[config.mk]
export PLATFORM = sky130hd
export DESIGN_NAME = cpe_lsu
export DESIGN_NICKNAME = d
export VERILOG_FILES = /design/src/rtl/cpe_pkg.sv /design/src/rtl/lsu_align.sv /design/src/rtl/cpe_lsu.sv
export SDC_FILE = /design/constraint.sdc
export NUM_CORES = 1
export LEC_CHECK = 0
export ABC_AREA = 1
export CAP_MARGIN = 30
export CELL_PAD_IN_SITES_DETAIL_PLACEMENT = 1
export CELL_PAD_IN_SITES_GLOBAL_PLACEMENT = 2
export CORE_AREA = 5 5 177 145
export CTS_CLUSTER_DIAMETER = 60
export DETAILED_ROUTE_END_ITERATION = 10
export DIE_AREA = 0 0 182 150
export PLACE_DENSITY_LB_ADDON = 0.25
export SYNTH_ARGS = -nofsm -noshare
export SYNTH_HDL_FRONTEND = slang
export SYNTH_SLANG_ARGS = --single-unit
[constraint.sdc]
create_clock -name clk_w_i -period 2.7 [get_ports clk_w_i]
set_input_delay 0.27 -clock clk_w_i [delete_from_list [all_inputs] [get_ports clk_w_i]]
set_output_delay 0.27 -clock clk_w_i [all_outputs]
set_load 0.1 [all_outputs]
[src/rtl/cpe_pkg.sv]
// Shared definitions for the cpe core and its load/store unit.
package cpe_pkg;

   // funct3 encodings for loads and stores (instr[14:12])
   localparam logic [2:0] F3_B  = 3'b000;
   localparam logic [2:0] F3_H  = 3'b001;
   localparam logic [2:0] F3_W  = 3'b010;
   localparam logic [2:0] F3_BU = 3'b100;
   localparam logic [2:0] F3_HU = 3'b101;

   typedef enum logic [2:0] {
      IDLE   = 3'd0,
      REQ    = 3'd1,
      WAIT_R = 3'd2,
      DONE   = 3'd3,
      ERR    = 3'd4
   } lsu_state_t;

endpackage

[src/rtl/lsu_align.sv]
// Combinational datapath for the LSU: legality check, byte enables,
// store lane steering and load extraction/extension.
// Store-side inputs come from the live core request; load-side inputs
// come from the funct3/addr[1:0] latched when the request was issued.
module lsu_align
   import cpe_pkg::*;
(
   input  logic        i_rd,
   input  logic        i_wr,
   input  logic [2:0]  i_funct3,
   input  logic [1:0]  i_addr_lo,
   input  logic [31:0] i_wr_data,
   input  logic [2:0]  i_ld_funct3,
   input  logic [1:0]  i_ld_addr_lo,
   input  logic [31:0] i_rdata,
   output logic [3:0]  o_be,
   output logic [31:0] o_wdata,
   output logic [31:0] o_ld_data,
   output logic        o_illegal
);

   logic        w_ld_ok;
   logic        w_st_ok;
   logic        w_misalign;
   logic [7:0]  w_byte;
   logic [15:0] w_half;
   logic        w_sext;

   // legality of the live request: size/sign encoding and natural alignment
   always_comb begin
      w_ld_ok = (i_funct3 == F3_B) || (i_funct3 == F3_H) || (i_funct3 == F3_W) ||
                (i_funct3 == F3_BU) || (i_funct3 == F3_HU);
      w_st_ok = (i_funct3 == F3_B) || (i_funct3 == F3_H) || (i_funct3 == F3_W);
      case (i_funct3[1:0])
         2'b01:   w_misalign = i_addr_lo[0];
         2'b10:   w_misalign = |i_addr_lo;
         default: w_misalign = 1'b0;
      endcase
      o_illegal = (i_rd & i_wr) | (i_rd & ~w_ld_ok) | (i_wr & ~w_st_ok) |
                  ((i_rd | i_wr) & w_misalign);
   end

   // byte enables and store lane replication
   always_comb begin
      case (i_funct3[1:0])
         2'b00: begin
            o_be    = 4'b0001 << i_addr_lo;
            o_wdata = {4{i_wr_data[7:0]}};
         end
         2'b01: begin
            o_be    = 4'b0011 << {i_addr_lo[1], 1'b0};
            o_wdata = {2{i_wr_data[15:0]}};
         end
         default: begin
            o_be    = 4'b1111;
            o_wdata = i_wr_data;
         end
      endcase
   end

   // pick the addressed lane of the read word and extend it
   always_comb begin
      case (i_ld_addr_lo)
         2'd0:    w_byte = i_rdata[7:0];
         2'd1:    w_byte = i_rdata[15:8];
         2'd2:    w_byte = i_rdata[23:16];
         default: w_byte = i_rdata[31:24];
      endcase
      w_half = i_ld_addr_lo[1] ? i_rdata[31:16] : i_rdata[15:0];
      w_sext = ~i_ld_funct3[2];
      case (i_ld_funct3[1:0])
         2'b00:   o_ld_data = {{24{w_sext & w_byte[7]}}, w_byte};
         2'b01:   o_ld_data = {{16{w_sext & w_half[15]}}, w_half};
         default: o_ld_data = i_rdata;
      endcase
   end

endmodule

[src/rtl/cpe_lsu.sv]
// Load/store unit: turns one core load/store into one aligned bus
// transaction, stalling the core until it completes.
//
// state  | meaning
// IDLE   | waiting for a core request; illegal ones divert to ERR
// REQ    | bus request asserted, bus fields held until grant
// WAIT_R | read granted, waiting for read data
// DONE   | access complete for one cycle, core released
// ERR    | one-cycle error pulse, nothing sent to the bus
module cpe_lsu
   import cpe_pkg::*;
(
   input  logic        clk_w_i,
   input  logic        res_w_i_h,
   input  logic        mem_rd_w_i_h,
   input  logic        mem_wr_w_i_h,
   input  logic [2:0]  funct_3_w_i,
   input  logic [31:0] addr_w_i,
   input  logic [31:0] wr_data_w_i,
   output logic [31:0] rd_data_w_o,
   output logic        stall_w_o_h,
   output logic        err_w_o_h,
   output logic        bus_req_w_o_h,
   output logic        bus_we_w_o_h,
   output logic [31:0] bus_addr_w_o,
   output logic [3:0]  bus_be_w_o,
   output logic [31:0] bus_wdata_w_o,
   input  logic        bus_gnt_w_i_h,
   input  logic        bus_rvalid_w_i_h,
   input  logic [31:0] bus_rdata_w_i
);

   lsu_state_t  r_state;
   lsu_state_t  w_state_nxt;
   logic [2:0]  r_funct3;
   logic [1:0]  r_addr_lo;
   logic        r_we;
   logic [31:0] r_addr;
   logic [3:0]  r_be;
   logic [31:0] r_wdata;
   logic [31:0] r_rd_data;
   logic        w_req;
   logic        w_illegal;
   logic [3:0]  w_be;
   logic [31:0] w_wdata;
   logic [31:0] w_ld_data;

   assign w_req = mem_rd_w_i_h | mem_wr_w_i_h;

   lsu_align u_align (
      .i_rd         (mem_rd_w_i_h),
      .i_wr         (mem_wr_w_i_h),
      .i_funct3     (funct_3_w_i),
      .i_addr_lo    (addr_w_i[1:0]),
      .i_wr_data    (wr_data_w_i),
      .i_ld_funct3  (r_funct3),
      .i_ld_addr_lo (r_addr_lo),
      .i_rdata      (bus_rdata_w_i),
      .o_be         (w_be),
      .o_wdata      (w_wdata),
      .o_ld_data    (w_ld_data),
      .o_illegal    (w_illegal)
   );

   // state register
   always_ff @(posedge clk_w_i) begin
      if (res_w_i_h) r_state <= IDLE;
      else           r_state <= w_state_nxt;
   end

   // next-state logic
   always_comb begin
      w_state_nxt = r_state;
      case (r_state)
         IDLE:    if (w_req) w_state_nxt = w_illegal ? ERR : REQ;
         REQ:     if (bus_gnt_w_i_h) w_state_nxt = r_we ? DONE : WAIT_R;
         WAIT_R:  if (bus_rvalid_w_i_h) w_state_nxt = DONE;
         DONE:    w_state_nxt = IDLE;
         ERR:     w_state_nxt = IDLE;
         default: w_state_nxt = IDLE;
      endcase
   end

   // state-decoded outputs; stall covers the request cycle in IDLE so the
   // core freezes before the FSM has even left IDLE
   always_comb begin
      bus_req_w_o_h = (r_state == REQ);
      err_w_o_h     = (r_state == ERR);
      stall_w_o_h   = ~res_w_i_h &
                      (((r_state == IDLE) & w_req) | (r_state == REQ) | (r_state == WAIT_R));
   end

   // bus fields latched only on IDLE->REQ so they stay put until grant;
   // load result captured on rvalid in WAIT_R and cleared on an illegal access
   always_ff @(posedge clk_w_i) begin
      if (res_w_i_h) begin
         r_funct3  <= 3'b000;
         r_addr_lo <= 2'b00;
         r_we      <= 1'b0;
         r_addr    <= 32'h0;
         r_be      <= 4'h0;
         r_wdata   <= 32'h0;
         r_rd_data <= 32'h0;
      end else begin
         if ((r_state == IDLE) && w_req && !w_illegal) begin
            r_funct3  <= funct_3_w_i;
            r_addr_lo <= addr_w_i[1:0];
            r_we      <= mem_wr_w_i_h;
            r_addr    <= {addr_w_i[31:2], 2'b00};
            r_be      <= w_be;
            r_wdata   <= w_wdata;
         end
         if ((r_state == IDLE) && w_req && w_illegal) r_rd_data <= 32'h0;
         if ((r_state == WAIT_R) && bus_rvalid_w_i_h) r_rd_data <= w_ld_data;
      end
   end

   assign bus_we_w_o_h  = r_we;
   assign bus_addr_w_o  = r_addr;
   assign bus_be_w_o    = r_be;
   assign bus_wdata_w_o = r_wdata;
   assign rd_data_w_o   = r_rd_data;

endmodule
# Word-level counts from Yosys, hierarchy flattened
# Cells that the tools add are included.
classes:
  add_sub_neg: 0
  muxes: 14
  n_mul: 0
  n_eq_ne: 15
  shifts: 2
  n_div: 0
  n_reduce_logical: 17
  magnitude_cmp: 0
  n_bitwise: 18
ops:
  columns: ["op", "count"]
  rows:
  - ["$pmux W32 S2", 2]
  - ["$mux W32", 2]
  - ["$pmux W8 S3", 1]
  - ["$mux W16", 1]
  - ["$mux W3", 4]
  - ["$eq A3 B3 Y1 const B", 3]
  - ["$pmux W3 S3", 1]
  - ["$and A1 B1 Y1", 8]
  - ["$pmux W4 S2", 1]
  - ["$eq A2 B1 Y1 const B", 3]
  - ["$eq A3 B1 Y1 const B", 2]
  - ["$eq A3 B2 Y1 const B", 2]
  - ["$logic_not A2 Y1", 3]
  - ["$logic_not A3 Y1", 2]
  - ["$or A1 B1 Y1", 6]
  - ["$eq A2 B2 Y1 const B", 2]
  - ["$logic_and A1 B1 Y1", 4]
  - ["$logic_or A1 B1 Y1", 4]
  - ["$ne A2 B2 Y1 const B", 2]
  - ["$not A1 Y1", 4]
  - ["$shl A1 B2 Y4 const A", 1]
  - ["$shl A2 B2 Y4 const A", 1]
  - ["$reduce_and A3 Y1", 1]
  - ["$ne A2 B1 Y1 const B", 1]
  - ["5 further kinds", 5]
word_totals:
  latch_bits: 0
  mem_bits_rw: 0
  regBits: 107
  romBits: 0
  mem_count: 0
  inputBits: 105
  output_inout_bits: 104
  elab_cells: 74

# Logic depth before layout (Yosys ltp)
# Gate-level depths: netlist of the first run.
depth:
  word_depth: 13
  ltp_mapped: 16
  depth_no_buf: 12

# Modules after synthesis
# Synthesis of the first run repeated with hierarchy kept, for this count alone.
unflattened:
  hier_cells: 769
  hier_area_um2: 5240.0
by_module_without_submodules:
  columns: ["module", "instances", "area_each_um2", "cells_per_inst"]
  rows:
  - ["cpe_lsu", 1, 3982.6, 503]
  - ["lsu_align", 1, 1257.5, 266]

# Least setup slack after synthesis of the first run
# OpenSTA, ideal clock, no wires.
synth_path:
  path_kind: "register to output"
  from: "register r_state[0]"
  to: "output port stall_w_o_h"
  required_ns: 2.430
  n_path_buf: 0
  setup_slack_ns: -1.952
  path_stages_with_launch: 6
  arrival_ns: 4.382
  path_cell_list: "dfxtp_1 inv_1 nor3_1 or2_2 inv_1 a21oi_1"
synth_rtl:
  columns: ["item", "line", "source"]
  rows:
  - ["from (decl)", "cpe_lsu.sv:33", "lsu_state_t r_state;"]
  - ["from (signal assigned)", "cpe_lsu.sv:68", "else r_state <= w_state_nxt;"]
  - ["$eq A3 B1 Y1", null, null]
  - ["named net bus_req_w_o_h", "cpe_lsu.sv:23", "output logic bus_req_w_o_h,"]
  - ["$or A1 B1 Y1 (2 in series)", "cpe_lsu.sv:90", "(((r_state == IDLE) & w_req) | (r_state == REQ) | (r_state == WAIT_R));"]
  - ["$and A1 B1 Y1", "cpe_lsu.sv:89", "stall_w_o_h = ~res_w_i_h &"]
  - ["to (decl)", "cpe_lsu.sv:21", "output logic stall_w_o_h,"]
# The timed path passes the listed nets, and every way through them passes these cells.

# Worst setup path after layout of the first run
layout_path:
  from: "register r_state[1]"
  to: "output port stall_w_o_h"
layout_via:
  elab_chain_len: 5
layout_lines:
  columns: ["item", "line"]
  rows:
  - ["$logic_not A3 Y1", "cpe_lsu.sv:90"]
  - ["$and A1 B1 Y1", "cpe_lsu.sv:90"]
  - ["$or A1 B1 Y1", "cpe_lsu.sv:90"]
  - ["$or A1 B1 Y1 (*)", "cpe_lsu.sv:90"]
  - ["$and A1 B1 Y1 (*)", "cpe_lsu.sv:89"]
# Every way passes the cells marked *; elsewhere a longest branch is shown, timed or not.

==> flow_summary.yaml, run 1 <==
outcome:
  outcome: "complete, no violations"
sta:
  whs_ps: 308.1
  maxSlewViolCount: 0
  finClkSkew_ps: 11.82
  slew_headroom_pct: 57.56
  max_freq_mhz: 458.9
  layout_worst_path_cycle_share_pct: 80.70
  rsz0062_at_grt: "no"
  finalSetupViolations: 0
  fin_crit_ps: 2179
  setup_tns_ps: 0
  hold_viol: 0
  worst_slack_ps: 521.0
  tightestPinTransition_ps: 635.9
cts:
  cts.clk_slew.worst_paths_ps: 90
  cts_hold_buf: 0
  cts_buffers: 9
  cts_sinks: 107
  cts-htree-levels: 3
  clkLatencyLatePin_ps: 360
  ctsResizeCount: 0
  cts_tree: "built"
  cts_root_buf: "clkbuf_16"
  cts_buffer_depth: 2
  postCtsSetupRepairBufs: 0
worst_setup_path:
  worstPathRequired_ps: 2430
  worst_setup_path_end_kind: "output port"
  worst-path-buf-inv: 3
  crit_family: "simple AND/OR/NAND/NOR gates"
  path_cells: "inv_1, nor3_1, or2_2, inv_1, a21oi_2, buf_12"
  critPathArrivalTime_ps: 1910
  start_kind: "flip-flop"
  path_class: "flip-flop to output port"
  cpMostUsedCell: "inv_1"
  path_max_fanout: 5
  critPathMaxStageDelay_ps: 450
  cp_slowest_cell: "nor3_1"
finish:
  multiInputGateArea_sq_um: 2470
  area_growth_pct: 48.49
  drive_gt1_share_pct: 15.49
  fillers: 2938
  fin_nets: 1052
  final_cells: 1267
  design_area_sq_um: 7560
  n_antenna_cell: 0
  regArea_sq_um: 2142
logic_synthesis:
  synthCells: 761
  synth_area_sq_um: 5091
  yosysUniqueCellTypes: 27
  synth_edf_count: 0
  avgSynthCellArea_sq_um: 6.690
  synth_seq_area_share_pct: 42.07
  synthFlopType: "dfxtp_1"
  async_flop_share_pct: 0
  synth_seq_cells: 107
  yosysWarnings: 0
routing:
  first_iter_violations: 258
  first_pass_iters: 5
  drc: 0
  viasPerCell: 4.388
  wl_microns: 21540
  wl_per_cell_microns: 17.00
  postRouteAntennaNets: 0
  vias: 5559
pwr:
  p_per_area_nw_per_um2: 750.7
  ir_drop_mv: 0.3416
  total_leakage_power_nw: 3.186
global_routing:
  track_usage_pct: 15.58
  antenna_found_initial: 0
  overflow: 0
  grt_pass1_wl_microns: 33500
  grt_max_degree: 78
  grt_pass1_vias: 5720
die:
  core_area_sq_um: 23800
  dieWidth_microns: 182
  dieArea_sq_um: 27300
  boundaryPins: 209
  dieHeight_microns: 150
  rows: 51
  start_util_pct: 21.39
placement:
  dp_cells: 1251
  gp_congestion: 0.7875
  post_dp_cell_area_sq_um: 7242
  post-dp-hpwl_microns: 16130
  post-place-ws_ps: 145.3
  numPortBuffers: 206
flow_run:
  cap_viol_max_count: 0
hold_path:
  holdCritPathClass: "input port to flip-flop"
## cells in the mapped netlist, drive strengths merged, types with 5 or more instances
cell type	count	area, sq um
o21ai	49	245.2
nand3	52	275.3
dfxtp	107	2142
a22oi	5	37.54
nand2	237	897.1
a21oi	141	705.7
nor2	26	97.59
o211ai	6	45.04
buf	22	143.9
inv	67	251.5
o22ai	8	50.05
clkbuf	27	101.4
## layout by cell type (no fill, tap or decap), types with 2 or more instances in the layout
cell type        synthesis  routed
clkinvlp_4               0       2
o211ai_1                 6       6
clkbuf_16                0       9
clkdlybuf4s50_1          0     103
inv_2                    4       4
ha_1                     3       3
a22oi_1                  5       5
o22ai_1                  8       8
buf_12                   0       5
nand3_1                 49      49
nand4_1                  2       2
buf_4                    2     112
nor3_1                   3       2
nand2_1                234     234
nor2_1                  26      26
dfxtp_1                107     107
nand2_2                  3       3
inv_8                    0       2
o21ai_0                 49      49
conb_1                   1       2
inv_1                   63      63
nand3_2                  3       2
a21oi_1                141     140
## power breakdown
group	internal, mW	leakage (nW)	total, mW	switching, mW
clock	0.747	0.149	1.47	0.720
combinational	0.611	2.17	2.39	1.78
sequential	1.72	0.870	1.81	0.0943
total	3.08	3.19	5.68	2.60
## metal layers
metal	global-route usage, %	wire length [microns]	vias to the layer above
met5	0	0	-
met2	22.96	9053	128
met1	21.76	10610	2571
li1	-	-	2850
met3	6.027	1717	10
met4	2.963	165	0
## per-stage QoR
stage          util (%)  power [mW]
3_5_place_dp      30.43       4.280
2_1_floorplan         -       3.548
6_report          31.76       5.675
4_1_cts           31.76       5.773
5_1_grt           31.76       5.977
3_3_place_gp      30.43       4.283
## sequential cells by signal, indices dropped and copies added (netlist names)
register and flops:
r_addr_lo 2, bus_be_w_o 4, bus_we_w_o_h 1, bus_addr_w_o 30
rd_data_w_o 32, bus_wdata_w_o 32, r_state 3, r_funct3 3
## layout make-up
cell class / count / area share (%)
timing repair buffer: 220 / 26.08
tap: 318 / 5.263
inverter: 69 / 3.443
sequential: 107 / 28.33
clock buffer: 9 / 2.979
multi-input combinational: 537 / 32.67
clock inverter: 7 / 1.225
## cell families after synthesis
group                    Yosys count  share of synthesized area (%)
AND/OR/NAND/NOR                  322                          25.76
other                              1                        0.07366
AO/OA/AOI/OAI                    210                          21.43
adder cells (fa/ha/maj)            3                         0.7374
buffers and inverters            118                          9.928
flip-flops                       107                          42.07
## path summary, 6_finish.rpt
check,from,end,slack [ps],cells past startpoint
setup / recovery,r_state[1]$_SDFFE_PP0P_,stall_w_o_h,520,6
hold / removal,res_w_i_h,r_state[2]$_SDFFE_PP0P_,310,2
setup reg to reg,r_funct3[1]$_SDFFE_PP0P_,rd_data_w_o[26]$_SDFFE_PP0P_,610,7
hold reg to reg,bus_wdata_w_o[28]$_SDFFE_PP0P_,bus_wdata_w_o[28]$_SDFFE_PP0P_,470,2
Power figures use the tool's default switching activity.
==> inputs of run 2 (changes only) <==
--- a/config.mk
+++ b/config.mk
@@ -9,10 +9,10 @@
 export CAP_MARGIN = 30
 export CELL_PAD_IN_SITES_DETAIL_PLACEMENT = 1
 export CELL_PAD_IN_SITES_GLOBAL_PLACEMENT = 2
-export CORE_AREA = 5 5 177 145
+export CORE_AREA = 5 5 185 151
 export CTS_CLUSTER_DIAMETER = 60
 export DETAILED_ROUTE_END_ITERATION = 10
-export DIE_AREA = 0 0 182 150
+export DIE_AREA = 0 0 190 156
 export PLACE_DENSITY_LB_ADDON = 0.25
 export SYNTH_ARGS = -nofsm -noshare
 export SYNTH_HDL_FRONTEND = slang
==> constraint.sdc (replaced) <==
create_clock -name clk_w_i -period 2 [get_ports clk_w_i]
set_input_delay 0.2 -clock clk_w_i [delete_from_list [all_inputs] [get_ports clk_w_i]]
set_output_delay 0.2 -clock clk_w_i [all_outputs]
set_load 0.1 [all_outputs]
==> run 2 against run 1 <==
  * Total power rose by 39%
  * Critical path type unchanged
  * Sequential cell count did not move
  * Worst setup slack got worse by 400 ps
  * Core utilization fell by 1.2 points
  * Combinational power rose by 45%
  * Critical path depth rose by 1
  * Die area rose by 8.6%
  * Clock skew fell by 0.71 ps
==> flow_summary.yaml, run 2 (same netlist as run 1, synthesis figures left out) <==
outcome:
  outcome: "complete, no violations"
cts:
  cts_root_buf: "clkbuf_16"
  cts_buffers: 9
  cts_buffer_depth: 2
  cts_sinks: 107
  cts.clk_slew.worst_paths_ps: 80
  clkLatencyLatePin_ps: 370
  cts_tree: "built"
  cts-htree-levels: 3
finish:
  utilization_pct: 30.56
  drive_gt1_share_pct: 18.63
  fillers: 3211
  final_cells: 1334
  final_cell_mix: "nand2_1, a21oi_1, buf_4, dfxtp_1, clkdlybuf4s50_1"
  layout_commonest_cell: "nand2_1"
  fin_nets: 1080
  area_growth_pct: 55.62
  n_antenna_cell: 0
worst_setup_path:
  cpMostUsedCell: "inv_1"
  path_class: "flip-flop to output port"
  worst_setup_path_end_kind: "output port"
  path_max_fanout: 4
  critPathMaxStageDelay_ps: 370
  path_cells: "inv_1, nor3_2, buf_4, or2_2, inv_1, a21oi_4, buf_12"
  worst-path-buf-inv: 4
  start_kind: "flip-flop"
  cp_slowest_cell: "dfxtp_2"
  worstPathRequired_ps: 1800
  crit_family: "buffers and inverters"
  critPathArrivalTime_ps: 1680
pwr:
  p_int_mw: 4.335
  p_per_area_nw_per_um2: 993.9
  switchingPower_mw: 3.539
  p_sw_share_pct: 44.95
  total_leakage_power_nw: 3.370
  ir_drop_mv: 0.4379
  combPwrFrac_pct: 44.1
  power_mw: 7.875
  power.share.clock_pct: 24.7
  seqPwrFrac_pct: 31.3
die:
  rows: 53
  dieWidth_microns: 190
  dieArea_sq_um: 29640
  core_area_sq_um: 25930
  dieHeight_microns: 156
  boundaryPins: 209
  start_util_pct: 19.64
sta:
  fin_crit_ps: 1884
  rsz0062_at_grt: "no"
  finClkSkew_ps: 11.11
  layout_worst_path_cycle_share_pct: 94.19
  whs_ps: 243.6
  maxSlewViolCount: 0
  finalSetupViolations: 0
  worst_slack_ps: 116.2
  max_freq_mhz: 530.8
  hold_viol: 0
routing:
  first_pass_iters: 4
  viasPerCell: 4.256
  postRouteAntennaNets: 0
  wl_per_cell_microns: 16.65
  first_iter_violations: 212
  wl_microns: 22210
  vias: 5678
  drc: 0
global_routing:
  antenna_found_initial: 0
  track_usage_pct: 14.71
  grt_pass1_wl_microns: 34380
  grt_pass1_vias: 6029
  grt_max_degree: 55
  overflow: 0
placement:
  dp_cells: 1316
  post-place-ws_ps: -221.5
  post-dp-hpwl_microns: 16690
  numPortBuffers: 206
  gp_congestion: 0.7837
hold_path:
  holdCritPathClass: "input port to flip-flop"
flow_run:
  cap_viol_max_count: 0
[run 2: changes by cell type in the layout (fill, tap and decap cells not counted), sizes merged]
cell and change:
inv +2, clkinvlp -2, clkbuf +1, buf +27
[run 2: what timing repair did]
item / in CTS / in global routing
buffers inserted: 0 / 1
setup endpoints to repair: 1 / 42
pin swaps: 0 / 1
cloned: 0 / 1
gates resized for setup: 3 / 7
hold buffers: 0 / 0
[run 2: path summary, 6_finish.rpt]
check,from,end,slack [ps],cells past startpoint
worst min register to register,bus_addr_w_o[6]$_SDFFE_PP0P_,bus_addr_w_o[6]$_SDFFE_PP0P_,470,2
worst min-delay path,res_w_i_h,rd_data_w_o[9]$_SDFFE_PP0P_,240,2
worst max register to register,r_funct3[0]$_SDFFE_PP0P_,rd_data_w_o[30]$_SDFFE_PP0P_,310,9
worst max-delay path,r_state[1]$_SDFFE_PP0P_,stall_w_o_h,120,7
[run 2: per-layer routing]
layer	vias to the layer above	track usage, %	routed length [microns]
li1	2900	-	-
met1	2646	19.80	10500
met2	118	22.44	9831
met3	14	5.906	1700
met4	0	2.893	180
met5	-	0	0
[run 2: per-stage QoR]
stage | instance area [sq um] | setup TNS, ps
2_1_floorplan | 5116 | -591.6
3_3_place_gp | 7546 | -15080
3_5_place_dp | 7546 | -17810
4_1_cts | 7868 | 0
5_1_grt | 7923 | 0
6_report | 7923 | 0
[run 2: cell type report]
type                            count  area, sq um  area share (%)
Sequential cell                   107         2146           27.08
Tap cell                          357        446.7           5.638
Timing Repair Buffer              248         2266           28.60
Clock buffer                        9        225.2           2.843
Multi-Input combinational cell    537         2495           31.49
Clock inverter                      7        81.33           1.027
Inverter                           69        262.8           3.316
[run 2: power by group through the flow]
stage	clock [mW]	combinational, mW	sequential [mW]
final	1.94	3.47	2.46
after global routing	2.12	3.72	2.49
after CTS	2.05	3.47	2.46
after detailed placement	0	3.45	2.51
after global placement	0	3.44	2.51
after floorplan	0	1.16	3.64
[run 2: worst register-to-register path: cells and delay by family, from the launching register on]
family	cells	cell delay, ps
AO/OA/AOI/OAI	3	470
flip-flops	1	430
AND/OR/NAND/NOR	4	400
buffers and inverters	2	320
